$ cat src/rtl/uart_autobaud_detect.sv
`timescale 1ns/1ps
// Measures a received 0x55 sync character on RX and derives the baud generator
// divisor (BAUD_VAL) plus an optional eighths fraction (BAUD_VAL_FRACTION).
module uart_autobaud_detect #(
  parameter bit BAUD_VAL_FRCTN_EN = 1'b0,
  parameter int TIMEOUT_W         = 21
) (
  input  logic        CLK,
  input  logic        RESET,
  input  logic        START,
  input  logic        RX,
  output logic        BUSY,
  output logic        DONE,
  output logic        ERROR,
  output logic [1:0]  ERR_CODE,
  output logic [12:0] BAUD_VAL,
  output logic [2:0]  BAUD_VAL_FRACTION
);

  localparam int NW = TIMEOUT_W + 1;
  localparam int XW = NW + 14;

  typedef enum logic [2:0] {IDLE, WAIT_HIGH, WAIT_EDGE, MEASURE, CALC, ERR} state_t;

  state_t state, state_next;
  logic [1:0] err_next;

  logic rx_ff1, rx_ff2, rx_sync, rx_prev, fe;
  logic [TIMEOUT_W-1:0] cnt, icnt, i1, n_meas, diff;
  logic [2:0] edge_no;
  logic [3:0] high_cnt;
  logic [NW-1:0] nr, quo;
  logic [XW-1:0] quo_x;
  logic mismatch, cnt_max, calc_slow, calc_big;

  always_ff @(posedge CLK) begin
    if (RESET) begin
      rx_ff1  <= 1'b0;
      rx_ff2  <= 1'b0;
      rx_sync <= 1'b0;
      rx_prev <= 1'b0;
    end else begin
      rx_ff1  <= RX;
      rx_ff2  <= rx_ff1;
      rx_sync <= rx_ff2;
      rx_prev <= rx_sync;
    end
  end

  assign fe = rx_prev & ~rx_sync;

  // Interval tolerance is one eighth of the first measured interval.
  always_comb begin
    diff      = (icnt >= i1) ? (icnt - i1) : (i1 - icnt);
    mismatch  = diff > (i1 >> 3);
    cnt_max   = &cnt;
    nr        = NW'(n_meas) + (BAUD_VAL_FRCTN_EN ? NW'(8) : NW'(64));
    quo       = nr >> 7;
    quo_x     = XW'(quo);
    calc_slow = (quo == '0);
    calc_big  = (quo_x > XW'(8192));
  end

  always_ff @(posedge CLK) begin
    if (RESET) state <= IDLE;
    else       state <= state_next;
  end

  always_comb begin
    state_next = state;
    err_next   = 2'b00;
    case (state)
      IDLE:      if (START && !DONE) state_next = WAIT_HIGH;
      WAIT_HIGH: if (rx_sync && high_cnt == 4'd15) state_next = WAIT_EDGE;
      WAIT_EDGE: if (fe) state_next = MEASURE;
      MEASURE: begin
        if (fe) begin
          if (edge_no != 3'd1 && mismatch) begin
            state_next = ERR;
            err_next   = 2'b11;
          end else if (edge_no == 3'd4) begin
            state_next = CALC;
          end
        end else if (cnt_max) begin
          state_next = ERR;
          err_next   = 2'b10;
        end
      end
      CALC: begin
        if (calc_slow) begin
          state_next = ERR;
          err_next   = 2'b01;
        end else if (calc_big) begin
          state_next = ERR;
          err_next   = 2'b10;
        end else begin
          state_next = IDLE;
        end
      end
      ERR:     state_next = IDLE;
      default: state_next = IDLE;
    endcase
  end

  // The fifth falling edge closes eight bit times; its total count is the divisor basis.
  always_ff @(posedge CLK) begin
    if (RESET) begin
      BUSY              <= 1'b0;
      DONE              <= 1'b0;
      ERROR             <= 1'b0;
      ERR_CODE          <= 2'b00;
      BAUD_VAL          <= '0;
      BAUD_VAL_FRACTION <= '0;
      cnt               <= '0;
      icnt              <= '0;
      i1                <= '0;
      n_meas            <= '0;
      edge_no           <= '0;
      high_cnt          <= '0;
    end else begin
      DONE  <= 1'b0;
      ERROR <= 1'b0;
      case (state)
        IDLE: begin
          if (state_next == WAIT_HIGH) begin
            BUSY     <= 1'b1;
            ERR_CODE <= 2'b00;
            high_cnt <= '0;
          end
        end
        WAIT_HIGH: high_cnt <= rx_sync ? high_cnt + 4'd1 : 4'd0;
        WAIT_EDGE: begin
          if (fe) begin
            cnt     <= TIMEOUT_W'(1);
            icnt    <= TIMEOUT_W'(1);
            edge_no <= 3'd1;
          end
        end
        MEASURE: begin
          cnt  <= cnt + TIMEOUT_W'(1);
          icnt <= fe ? TIMEOUT_W'(1) : icnt + TIMEOUT_W'(1);
          if (fe) begin
            edge_no <= edge_no + 3'd1;
            if (edge_no == 3'd1) i1 <= icnt;
            if (edge_no == 3'd4) n_meas <= cnt;
          end
        end
        CALC: begin
          if (state_next == IDLE) begin
            BAUD_VAL          <= 13'(quo - NW'(1));
            BAUD_VAL_FRACTION <= BAUD_VAL_FRCTN_EN ? nr[6:4] : 3'd0;
            DONE              <= 1'b1;
            BUSY              <= 1'b0;
          end
        end
        ERR: begin
          ERROR <= 1'b1;
          BUSY  <= 1'b0;
        end
        default: ;
      endcase
      if (state_next == ERR && state != ERR) ERR_CODE <= err_next;
    end
  end

endmodule
$ cat config.mk
export PLATFORM = sky130hd
export DESIGN_NAME = uart_autobaud_detect
export DESIGN_NICKNAME = d
export VERILOG_FILES = /design/src/rtl/uart_autobaud_detect.sv
export SDC_FILE = /design/constraint.sdc
export NUM_CORES = 1
export LEC_CHECK = 0
export CELL_PAD_IN_SITES_DETAIL_PLACEMENT = 0
export CELL_PAD_IN_SITES_GLOBAL_PLACEMENT = 1
export CORE_MARGIN = 3
export CORE_UTILIZATION = 32
export CTS_BUF_LIST = sky130_fd_sc_hd__clkbuf_4
export CTS_CLUSTER_SIZE = 30
export DETAILED_ROUTE_END_ITERATION = 7
export GPL_ROUTABILITY_DRIVEN = 0
export PLACE_DENSITY_LB_ADDON = 0.3
export SYNTH_ARGS = -nofsm -noshare
export SYNTH_HDL_FRONTEND = slang
export SYNTH_SLANG_ARGS = --single-unit
$ cat constraint.sdc
create_clock -name CLK -period 6.6 [get_ports CLK]
set_clock_uncertainty 0.05 [all_clocks]
set_input_delay 1.98 -clock CLK [delete_from_list [all_inputs] [get_ports CLK]]
set_output_delay 1.98 -clock CLK [all_outputs]
set_load 0.01 [all_outputs]
### After elaboration in Yosys (flattened, before gate mapping)

Cells that the tools add are included.

* output and inout bits: 21
* input port bits: 4
* word-level logic and storage cells: 104
* flip-flop bits (word level): 116

* add/sub/neg operators: 8
* equal/unequal tests: 16
* bitwise logic cells: 3
* $lt $le $gt $ge: 3
* reduce and logical (&&, ||, !) cells: 23
* multiplexer cells: 35

Operators by type and width (number)
* one-hot mux 21 bit (2 select lines): 2
* 2-to-1 mux 21 bit: 3
* adder 21 x 1 -> 21 bit, second input constant: 2
* subtractor 21 bit: 2
* 2-to-1 mux 3 bit: 11
* adder 21 x 7 -> 22 bit, second input constant: 1
* zero test 22 bit: 1
* >= comparator 21 bit: 1
* > comparator 21 x 18 -> 1 bit: 1
* AND reduction 21 bit: 1
* 2-to-1 mux 2 bit: 8
* > comparator 15 x 14 -> 1 bit, second input constant: 1
* one-hot mux 3 bit (5 select lines): 1
* subtractor 13 x 1 -> 13 bit, second input constant: 1
* == test 3 bit, second input constant: 4
* AND reduction 3 bit: 4
* == test 3 x 1 -> 1 bit, second input constant: 3
* 2-to-1 mux 4 bit: 2
* != test 2 bit, second input constant: 4
* one-hot mux 4 bit (2 select lines): 1
* AND reduction 2 bit: 4
* nonzero test 2 bit: 4
* == test 3 x 2 -> 1 bit, second input constant: 2
* zero test 3 bit: 2
* other kinds (15): 22

### Longest topological paths before layout

Gate-level depths: netlist of run 1.

* depth in word-level cells: 11
* mapped depth: 24
* mapped depth without buffers: 21

### Worst setup path before layout of run 1

No wires, ideal clock.

* kind: register to register
* start: register icnt[18]
* end: register state[2]
* slack: 1592 ps
* period minus slack after synthesis: 5008 ps
* library setup time: 127 ps
* stages on the path, launching flop included: 23
* data required time: 6423 ps
* arrival: 4831 ps
* cell sequence: dfxtp_1 inv_1 ha_1 buf_2 and4_1 nand2_1 or4_1 and3_1 nand2_2 buf_4 buf_2 a31oi_1 xor2_1 ha_1 nand4_1 or4_1 o221ai_1 a31o_2 nand3_1 nor4_2 o21bai_1 a31o_1 nor2b_1

* cells in the longest elaborated chain, start to end: 7

Ends and longest elaborated chain
* from (decl): RTL line 29 `logic [TIMEOUT_W-1:0] cnt, icnt, i1, n_meas, diff;`
* from (signal assigned): RTL line 141 `icnt <= fe ? TIMEOUT_W'(1) : icnt + TIMEOUT_W'(1);`
* subtractor 21 bit or >= comparator 21 bit (tied branches): RTL line 54 `diff = (icnt >= i1) ? (icnt - i1) : (i1 - icnt);`
* 2-to-1 mux 21 bit (*): RTL line 54
* > comparator 21 x 18 -> 1 bit (*): RTL line 55 `mismatch = diff > (i1 >> 3);`
* logical AND 1 bit (*): RTL line 78 `if (edge_no != 3'd1 && mismatch) begin`
* 2-to-1 mux 3 bit (*): RTL line 78
* 2-to-1 mux 3 bit (*): RTL line 77 `if (fe) begin`
* one-hot mux 3 bit (5 select lines) (*): RTL line 72 `case (state)`
* to (signal assigned): RTL line 66 `else state <= state_next;`
* to (decl): RTL line 25 `state_t state, state_next;`

Mark *: on every way between the ends. The rest lies on a longest branch, timed or not.
A chain may end at the register's enable or synchronous reset.

### Worst setup path after layout of run 1

* start: register icnt[12]
* end: register ERR_CODE[1]

* cells in the longest elaborated chain, start to end: 11

Ends and longest elaborated chain
* subtractor 21 bit or >= comparator 21 bit (tied branches): RTL line 54
* 2-to-1 mux 21 bit (*): RTL line 54
* > comparator 21 x 18 -> 1 bit (*): RTL line 55
* logical AND 1 bit (*): RTL line 78
* 2-to-1 mux 3 bit: RTL line 78
* 2-to-1 mux 3 bit: RTL line 77
* one-hot mux 3 bit (5 select lines): RTL line 72
* == test 3 bit: RTL line 162 `if (state_next == ERR && state != ERR) ERR_CODE <= err_next;`
* logical AND 1 bit: RTL line 162
* nonzero test 2 bit (no source line)
* AND reduction 2 bit (no source line)
* to (signal assigned): RTL line 162
* to (decl): RTL line 15 `output logic [1:0] ERR_CODE,`

Marked as above.

==> summary.txt, run 1 <==
Routing
  – 1st-iter DRT viols: 464
  – First-pass DRT Iterations: 5
  – Via count: 7,424
  – DR vias/cell: 5.41
  – WL/cell: 16.7 µm
  – Routed Antenna Nets: 0
  – Post-route DRC: 0
  – Routed WL: 22,900 µm

GRT
  – Antenna violations before repair: 1
  – First-pass GRT wire length: 37,300 µm
  – Number of global-route vias before repair: 7,037
  – Largest net degree at the start of global routing: 67
  – Total GRT Usage: 17.2%
  – Grt ovf: 0

Power
  – Power Dens Cells: 124 nW/µm²
  – Clock power share: 35.2%
  – Sw Share: 28.1%
  – P_int: 0.769 mW
  – Power, Total: 1.07 mW
  – Combinational share of power: 2.2%
  – Sw power: 0.301 mW
  – Peak supply drop: 83.5 µV
  – Sequential Power Share: 62.6%
  – Leakage: 3.29 nW

Clock tree
  – Reg clk slew, reported paths: 0.20 ns
  – Clock Path Buffers: 2
  – Clock latency at the later pin of the worst-skew pair: 0.52 ns
  – CTS tree: yes
  – Cts hold-fix bufs: 0
  – Post-CTS Setup Inserts: 0
  – Inserted Clock Buffers: 9
  – H-tree levels: 3
  – Clk root buf: clkbuf_4
  – Gates resized, CTS repair: 0
  – Clock sinks: 110

Placement
  – IO buf count: 21
  – Placed Cells: 1,355
  – Post-DP HPWL: 17,200 µm

Logic synthesis
  – Distinct cells, synth: 76
  – Synthesis Warnings: 0
  – Post-synth EDFFs: 0
  – Synth Instances: 1,063
  – Seq/Total Area, Yosys: 27.3%
  – Number of synthesized register bits: 110
  – Syn Area/Cell: 7.59 µm²
  – Netlist Area Pre-Place: 8070 µm²
  – Main synth FF type: dfxtp_1
  – Asr flop ratio synth: 0%

STA
  – Period Utilization, post-route: 91.7%
  – Hold Violations, Final: 0
  – Max_slew headroom: 21.9%
  – Min cycle time layout: 6.05 ns
  – Setup_tns: 0 ns
  – F_max: 165 MHz
  – Final Setup Violations: 0
  – Worst Tran Pin Value: 1.17 ns
  – Final Slew Violations: 0
  – Unrepaired setup endpoints after global routing: false
  – Hold Worst Slack: 0.416 ns

Setup path
  – FF-to-FF setup slack: 0.55 ns
  – Crit Path Category: register to register
  – Startpoint types: register
  – Worst Path Required: 7.00 ns
  – Setup crit start: icnt[12]
  – Crit. End Element: register
  – Critical Path Fanout Max: 14
  – Worst reg2reg path startpoint: icnt[12]
  – Arr. time, crit path: 6.45 ns

Run
  – MaxCap Viol Count: 0

Finish
  – Share of layout cells above drive strength 1: 5.35%
  – Final-stage net count: 1,115
  – Area delta synth->final: 6.69%
  – Fin cells: 1,372
  – Finished Core Util: 35.1%

Floorplanning
  – Ports: 25
  – Die H: 165 µm
  – Core ar.: 24,500 µm²
  – Initial core utilization: 32.9%
  – Die area: 27,100 µm²
  – Chip width: 165 µm
  – Std cell rows: 57

Min path
  – Hold path start: rx_ff1
  – HP Class: register to register

Outcome
  – Status: finished clean
[Yosys cell counts, types with 10 or more instances]
cell type  number  area (µm²)
mux2i_1        18         180
nor3_1         15        75.1
a21o_1         11        82.6
and3_1         27         169
clkbuf_1       46         173
nor2b_1        10        62.6
a311oi_1       18         158
nand4_1        21         131
nand3_1        47         235
ha_1           67         838
nor2_1         88         330
a21oi_1       123         616
nand2_1       129         484
xor2_1         22         193
dfxtp_1       110        2200
buf_2          11        55.1
xnor2_1        26         228
inv_1          59         221
a211oi_1       16         120
and4_1         10        87.6
o21ai_0        43         215
a31oi_1        17         106
[state kept, by name (all words and copies together), names as in the netlist, 2 cells and up]
name,cells
high_cnt,4
icnt,21
BAUD_VAL,13
edge_no,3
cnt,21
state,3
n_meas,15
ERR_CODE,2
i1,21
[logic make-up (layout without fill, tap and decap cells)]
kind of cell / Yosys count / in the layout / synth area share [%]
compound gates: 295 / 295 / 23.4
xor+xnor: 48 / 48 / 5.21
fa+ha+maj: 69 / 69 / 10.9
buf+inv: 125 / 107 / 6.75
flops: 110 / 110 / 27.3
mux: 22 / 22 / 2.79
other cells: 1 / 4 / 0.0465
simple gates: 393 / 393 / 23.6
[layout make-up]
type / instances / area [µm²]
sequential: 110 / 2200
inverter: 59 / 221
multi-input combinational: 830 / 5330
timing repair buffer: 32 / 290
fill: 2682 / 15900
tap: 324 / 405
clock buffer: 9 / 67.6
clock inverter: 7 / 83.8
antenna: 1 / 2.50
[final timing paths]
| path | end | cells past startpoint |
|---|---|---|
| setup reg to reg | ERR_CODE[1] | 22 |
| hold / removal | rx_ff2 | 1 |
| setup / recovery | ERR_CODE[1] | 22 |
| hold reg to reg | rx_ff2 | 1 |
[cell usage in the layout (no fill, tap or decap), types with 4 or more instances in the layout]
cell type        Yosys  layout
and2_1               9       9
a31oi_1             17      17
or2_2                7       7
mux2_2               4       4
a211oi_1            16      16
nor2_1              88      88
nand2_1            129     129
nand4_1             21      21
xor2_1              22      22
o22ai_1              4       4
xnor2_1             26      26
o21a_1               9       9
a21o_1              11      11
a22oi_1              5       5
o21ai_0             43      43
or3_1                5       5
buf_4                5      12
o211ai_1             6       6
clkdlybuf4s50_1      0      20
o21bai_1             4       4
nor3_1              15      14
nand3_1             47      47
a311oi_1            18      18
a21oi_1            123     123
and4_1              10      10
dfxtp_1            110     110
clkbuf_4             0       9
nor2b_1             10      10
inv_1               59      59
ha_1                67      67
nand2b_1             6       6
and3_1              27      27
mux2i_1             18      18
[per-stage QoR]
stage / instance area [µm²] / setup slack, ns
floorplan: 8070 / 1.59
global placement: 8450 / 0.835
detailed placement: 8450 / 0.718
CTS: 8600 / 0.666
global route: 8610 / 0.177
finish: 8610 / 0.548
[critical path: stages, from the launching register on]
cell and delay, ns:
dfxtp_1 0.46, inv_1 0.10, ha_1 0.54, and4_1 0.32, nand2_1 0.10, or4_1 0.53
and3_1 0.25, nand2_2 0.26, buf_4 0.28, mux2i_1 0.30, o21ai_0 0.12, a21oi_1 0.18
xnor2_1 0.09, ha_1 0.28, nand4_1 0.09, or4_1 0.51, o221ai_1 0.18, a31o_2 0.15
nand3_1 0.09, nor4_2 0.50, o21bai_1 0.17, a31o_1 0.27, o211ai_1 0.18
[metal layers]
| metal | GRT usage (%) | up-vias | share of wire (%) |
|---|---|---|---|
| li1 | - | 3747 | - |
| met1 | 23.1 | 3481 | 47 |
| met3 | 2.71 | 31 | 4.1 |
| met4 | 4.84 | 0 | 2.5 |
| met5 | 0 | - | 0 |
| met2 | 28.7 | 165 | 47 |
[power by group through the flow]
stage	Sequential, mW	Clock, mW	Combinational, mW
after global routing	0.672	0.419	0.0262
after detailed placement	0.684	0	0.0240
after CTS	0.671	0.399	0.0241
final	0.670	0.377	0.0236
after floorplan	0.682	0	0.0189
after global placement	0.684	0	0.0240
Note: power is estimated with default switching activity, not from simulation.
==> inputs of run 2 (changes only) <==
--- a/config.mk
+++ b/config.mk
@@ -5,6 +5,7 @@
 export SDC_FILE = /design/constraint.sdc
 export NUM_CORES = 1
 export LEC_CHECK = 0
+export CAP_MARGIN = 20
 export CELL_PAD_IN_SITES_DETAIL_PLACEMENT = 0
 export CELL_PAD_IN_SITES_GLOBAL_PLACEMENT = 1
 export CORE_MARGIN = 3
==> run 2 against run 1 <==
Against the previous run: sequential share of layout area is essentially flat; highest routed layer unchanged; first-iteration DRC count shrank 8.0%; die area is the same; critical path depth is the same; largest cell class unchanged; global-route usage unchanged.
==> summary.txt, run 2 (synthesized netlist as in run 1, its figures left out) <==
Floorplanning
  – Initial core utilization: 32.9% (unchanged)
  – Chip width: 165 µm (unchanged)
  – Ports: 25 (unchanged)
  – Core ar.: 24,500 µm² (unchanged)
  – Die area: 27,100 µm² (unchanged)
  – Die H: 165 µm (unchanged)
  – Std cell rows: 57 (unchanged)

Power
  – Power, Total: 1.07 mW (about the same)
  – Power Dens Cells: 124 nW/µm² (-0.16%)
  – Peak supply drop: 83.5 µV (about the same)
  – Leakage: 3.29 nW (+0.23%)

Finish
  – Most frequent cells in the layout: nand2_1 (129), a21oi_1 (123), dfxtp_1 (110)
  – Share of layout cells above drive strength 1: 5.44% (+0.090 points)
  – Reg area: 2200 µm² (unchanged)
  – Multi-input combinational cell area: 5330 µm² (unchanged)
  – Largest regs: cnt x21, i1 x21, icnt x21
  – Area delta synth->final: 6.87%
  – Final-stage net count: 1,116 (+0.090%)
  – Fill cells: 2,680 (-0.075%)
  – Most common cell after layout, fill and taps aside: nand2_1

Setup path
  – Worst R2R Path Depth: 22 (unchanged)
  – Worst Path Required: 6.99 ns (about the same)
  – Critical-path top delay cell: ha_1
  – Worst reg2reg path startpoint: icnt[12]
  – Arr. time, crit path: 6.45 ns (about the same)
  – Crit path max-delay family: simple AND/OR/NAND/NOR gates
  – Critical Path Fanout Max: 14 (unchanged)
  – Crit. End Element: register
  – Worst path buffer plus inverter count: 2 (unchanged)
  – Crit-path max cell delay: 0.54 ns (about the same)
  – Crit path cell chain: inv_1, ha_1, and4_1, nand2_1, or4_1, and3_1, nand2_2, buf_4, mux2i_1, o21ai_0, a21oi_1, xnor2_1, ha_1, nand4_1, or4_1, o221ai_1, a31o_2, nand3_1, nor4_2, o21bai_1, a31o_1, o211ai_1
  – Startpoint types: register
  – Crit Path Category: register to register
  – Setup crit start: icnt[12]
  – Worst path depth: 22 (unchanged)

GRT
  – Total GRT Usage: 17.2% (unchanged)
  – Number of global-route vias before repair: 7,037 (unchanged)
  – First-pass GRT wire length: 37,300 µm (unchanged)
  – Grt ovf: 0 (unchanged)
  – Largest net degree at the start of global routing: 67 (unchanged)
  – Antenna violations before repair: 1 (unchanged)

Clock tree
  – H-tree levels: 3 (unchanged)
  – Clock sinks: 110 (unchanged)
  – Cts hold-fix bufs: 0 (unchanged)
  – Post-CTS Setup Inserts: 0 (unchanged)
  – Gates resized, CTS repair: 0 (unchanged)
  – Reg clk slew, reported paths: 0.20 ns (about the same)
  – Clock Path Buffers: 2 (unchanged)
  – Inserted Clock Buffers: 9 (unchanged)
  – CTS tree: yes
  – Clk root buf: clkbuf_4
  – Clock latency at the later pin of the worst-skew pair: 0.52 ns (about the same)

Outcome
  – Status: finished clean

STA
  – Setup ws final: 0.547 ns (-0.000739 ns)
  – Hold Violations, Final: 0 (unchanged)
  – Unrepaired setup endpoints after global routing: false
  – Worst Tran Pin Value: 1.02 ns (-0.145 ns)
  – Setup_tns: 0 ns (unchanged)
  – Final Slew Violations: 0 (unchanged)
  – Hold Worst Slack: 0.416 ns (-0.000112 ns)
  – Period Utilization, post-route: 91.7% (about the same)
  – F_max: 165 MHz (about the same)
  – Min cycle time layout: 6.05 ns (+0.000739 ns)
  – Final Setup Violations: 0 (unchanged)
  – Max_slew headroom: 31.8% (+9.9 points)

Routing
  – First-pass DRT Iterations: 6 (+1)
  – WL/cell: 16.7 µm (about the same)
  – DR vias/cell: 5.40 (-0.11%)
  – Via count: 7,421 (-0.040%)
  – Routed WL: 23,000 µm (+0.17%)
  – Post-route DRC: 0 (unchanged)
  – Routed Antenna Nets: 0 (unchanged)
  – 1st-iter DRT viols: 427 (-8.0%)

Placement
  – Pre-CTS WS: 0.718 ns (unchanged)
  – IO buf count: 21 (unchanged)
  – Post-DP HPWL: 17,200 µm (unchanged)

Min path
  – HP Class: register to register
  – Hold path start: rx_ff1
  – Hold depth: 1 (unchanged)

Run
  – MaxCap Viol Count: 0 (unchanged)
-- run 2: changes by cell type in the layout (fill, tap and decap cells not counted) --
cell   delta
buf_8     +1
-- run 2: final timing paths --
kind                 end  slack (ns)
max          ERR_CODE[1]        0.55
min               rx_ff2        0.42
max reg2reg  ERR_CODE[1]        0.55
min reg2reg       rx_ff2        0.42
-- run 2: routing by layer --
metal	global-route usage (%)	wire length, µm	part of all wire, %	vias up
li1	-	-	-	3746
met1	23.1	10800	47	3486
met2	28.7	10800	47	157
met3	2.71	877	3.8	32
met4	4.84	567	2.5	0
met5	0	0	0	-
-- run 2: worst register-to-register path, delay by kind of cell, from the launching register on --
family | cells | cell delay [ns]
buf+inv | 2 | 0.38
xor+xnor | 1 | 0.09
compound gates | 7 | 1.24
flops | 1 | 0.46
simple gates | 9 | 2.64
mux | 1 | 0.30
fa+ha+maj | 2 | 0.82
-- run 2: area by class of cell --
class                      instances  share of cell area [%]
antenna                            1                  0.0290
clock buffer                       9                   0.784
clock inverter                     7                   0.972
inverter                          59                    2.57
multi-input combinational        830                    61.9
sequential                       110                    25.5
tap                              324                    4.70
timing repair buffer              33                    3.54
-- run 2: per-stage QoR --
stage	utilization [%]	area, µm²	instances
global placement	34.5	8450	1355
detailed placement	34.5	8450	1355
finish	35.1	8620	1373
floorplan	-	8070	1065
global route	35.1	8620	1373
CTS	35.1	8600	1371
-- run 2: report_power, final --
group	switching, mW	leakage [nW]	internal, mW	total [mW]
logic	0.0168	2.33	0.00676	0.0236
registers	0.00290	0.887	0.667	0.670
clock network	0.282	0.0820	0.0953	0.377
==> inputs of run 3 (changes only) <==
==> constraint.sdc (replaced) <==
create_clock -name CLK -period 7.85 [get_ports CLK]
set_clock_uncertainty 0.05 [all_clocks]
set_input_delay 2.355 -clock CLK [delete_from_list [all_inputs] [get_ports CLK]]
set_output_delay 2.355 -clock CLK [all_outputs]
set_load 0.01 [all_outputs]
==> run 3 against run 2 <==
Against the previous run: sequential cell count did not move; count of clock-buffer cells in the layout is the same; via count is 0.73% lower; core utilization is 0.22 points lower; setup slack improved by 1.0 ns; largest cell class unchanged; combinational power shrank 15%; largest power group unchanged; critical path type unchanged; first-iteration DRC count increased by 4.2%; cell count fell by 0.58%; sequential share of layout area grew 0.16 points; global-route usage shrank 0.20 points; clock power shrank 14%; die area unchanged.
==> summary.txt, run 3 (synthesized netlist as in run 1, its figures left out) <==
Outcome
  – Status: finished clean

Clock tree
  – Clock latency at the later pin of the worst-skew pair: 0.52 ns (about the same)
  – Clock sinks: 110 (unchanged)
  – Inserted Clock Buffers: 9 (unchanged)
  – Clock Path Buffers: 2 (unchanged)
  – Gates resized, CTS repair: 0 (unchanged)
  – Post-CTS Setup Inserts: 0 (unchanged)
  – Clk root buf: clkbuf_4
  – H-tree levels: 3 (unchanged)
  – Reg clk slew, reported paths: 0.21 ns (about the same)
  – Cts hold-fix bufs: 0 (unchanged)
  – CTS tree: yes

Setup path
  – Critical Path Fanout Max: 26 (+12)
  – Arr. time, crit path: 6.61 ns (+0.16 ns)
  – Worst Path Required: 8.20 ns (+1.21 ns)
  – Crit. End Element: register
  – Critical-path top delay cell: or4_1
  – Crit path max-delay family: simple AND/OR/NAND/NOR gates
  – Crit Path Category: register to register
  – Startpoint types: register
  – Crit path cell chain: inv_1, ha_1, and4_1, nand2_1, or4_1, and3_1, nand2_2, mux2_2, a41o_1, a21oi_1, xnor2_1, ha_1, a211oi_1, o21ai_0, a21oi_1, a31o_2, nand3_1, nor4_2, o21bai_1, a31o_1, nor2b_1
  – Crit-path max cell delay: 0.62 ns (+0.08 ns)
  – Worst path buffer plus inverter count: 1 (-1)

Finish
  – Reg area: 2200 µm² (unchanged)
  – Most frequent cells in the layout: nand2_1 (129), a21oi_1 (123), dfxtp_1 (110)
  – Share of layout cells above drive strength 1: 4.71% (-0.73 points)
  – Finished Core Util: 34.9% (-0.22 points)
  – Fill cells: 2,684 (+0.15%)
  – Largest regs: cnt x21, i1 x21, icnt x21
  – Multi-input combinational cell area: 5330 µm² (about the same)
  – Fin cells: 1,365 (-0.58%)
  – Final instance area: 8570 µm² (-0.64%)
  – Area delta synth->final: 6.19%
  – Final-stage net count: 1,108 (-0.72%)
  – Most common cell after layout, fill and taps aside: nand2_1

GRT
  – Grt ovf: 0 (unchanged)
  – Number of global-route vias before repair: 7,053 (+0.23%)
  – First-pass GRT wire length: 37,100 µm (-0.28%)
  – Largest net degree at the start of global routing: 68 (+1.5%)
  – Total GRT Usage: 17.0% (-0.20 points)
  – Antenna violations before repair: 1 (unchanged)

Placement
  – Placed cell area: 8400 µm² (-0.65%)
  – Placed Cells: 1,348 (-0.52%)
  – Post-DP HPWL: 16,900 µm (-1.7%)
  – IO buf count: 21 (unchanged)

STA
  – Unrepaired setup endpoints after global routing: false
  – Final Setup Violations: 0 (unchanged)
  – Period Utilization, post-route: 79.7% (-12 points)
  – Hold Worst Slack: 0.409 ns (-0.00666 ns)
  – Worst Tran Pin Value: 1.07 ns (+0.0424 ns)
  – Final Slew Violations: 0 (unchanged)
  – Hold Violations, Final: 0 (unchanged)
  – Min cycle time layout: 6.26 ns (+0.206 ns)
  – Setup_tns: 0 ns (unchanged)
  – Max_slew headroom: 28.8% (-3.0 points)
  – F_max: 160 MHz (-3.3%)

Floorplanning
  – Core ar.: 24,500 µm² (unchanged)
  – Initial core utilization: 32.9% (unchanged)
  – Die area: 27,100 µm² (unchanged)
  – Die H: 165 µm (unchanged)
  – Ports: 25 (unchanged)
  – Chip width: 165 µm (unchanged)
  – Std cell rows: 57 (unchanged)

Power
  – Leakage: 3.26 nW (-1.2%)
  – Power Dens Cells: 106 nW/µm² (-15%)
  – Peak supply drop: 93.4 µV (+12%)

Routing
  – Routed Antenna Nets: 0 (unchanged)
  – Routed WL: 22,700 µm (-1.1%)
  – Post-route DRC: 0 (unchanged)
  – DR vias/cell: 5.40 (-0.15%)
  – 1st-iter DRT viols: 445 (+4.2%)
  – Via count: 7,367 (-0.73%)
  – WL/cell: 16.6 µm (-0.50%)
  – First-pass DRT Iterations: 5 (-1)

Run
  – MaxCap Viol Count: 0 (unchanged)

Min path
  – HP Class: register to register
==> run 3: cell types whose count changed in the layout (fill, tap and decap cells not counted), sizes merged <==
cell,before,now
inv,63,64
clkinv,3,2
buf,13,5
==> run 3: report_power, final <==
| part | leakage, nW | internal [mW] | switching, mW | total, mW |
|---|---|---|---|---|
| registers | 0.887 | 0.561 | 0.00251 | 0.564 |
| clock network | 0.0879 | 0.0858 | 0.239 | 0.325 |
| logic | 2.28 | 0.00568 | 0.0144 | 0.0201 |
| total | 3.26 | 0.653 | 0.256 | 0.909 |
==> run 3: per-stage QoR <==
stage | total power [mW] | worst slack (ns)
floorplan | 0.589 | 2.84
global placement | 0.595 | 1.79
detailed placement | 0.595 | 1.74
CTS | 0.932 | 1.72
global route | 0.952 | 1.28
finish | 0.909 | 1.59
==> run 3: layout make-up <==
cell class / count / share of cell area [%]
inverters: 59 / 2.59
well taps: 324 / 4.73
clock inverters: 7 / 1.15
diodes: 1 / 0.0292
multi-input cells: 830 / 62.2
flip-flops and latches: 110 / 25.7
clock buffers: 9 / 0.789
repair buffers: 25 / 2.78
==> run 3: final timing paths <==
path / from / to / slack, ns / cells past startpoint
setup / recovery: icnt[18] / state[2] / 1.59 / 21
hold / removal: rx_ff1 / rx_ff2 / 0.41 / 1
setup reg to reg: icnt[18] / state[2] / 1.59 / 21
hold reg to reg: rx_ff1 / rx_ff2 / 0.41 / 1
==> run 3: worst register-to-register path, delay by kind of cell, from the launching register on <==
kind	cells	cell delay [ns]
buf+inv	1	0.09
xor+xnor	1	0.16
simple gates	8	2.57
mux	1	0.44
flops	1	0.48
compound gates	8	1.66
fa+ha+maj	2	0.74
==> run 3: routing by layer <==
metal	wire (µm)	track usage (%)	vias up	part of all wire (%)
li1	-	-	3733	-
met4	365	4.35	0	1.6
met1	11000	22.7	3477	48
met2	10700	28.8	132	47
met5	0	0	-	0
met3	714	2.48	25	3.1
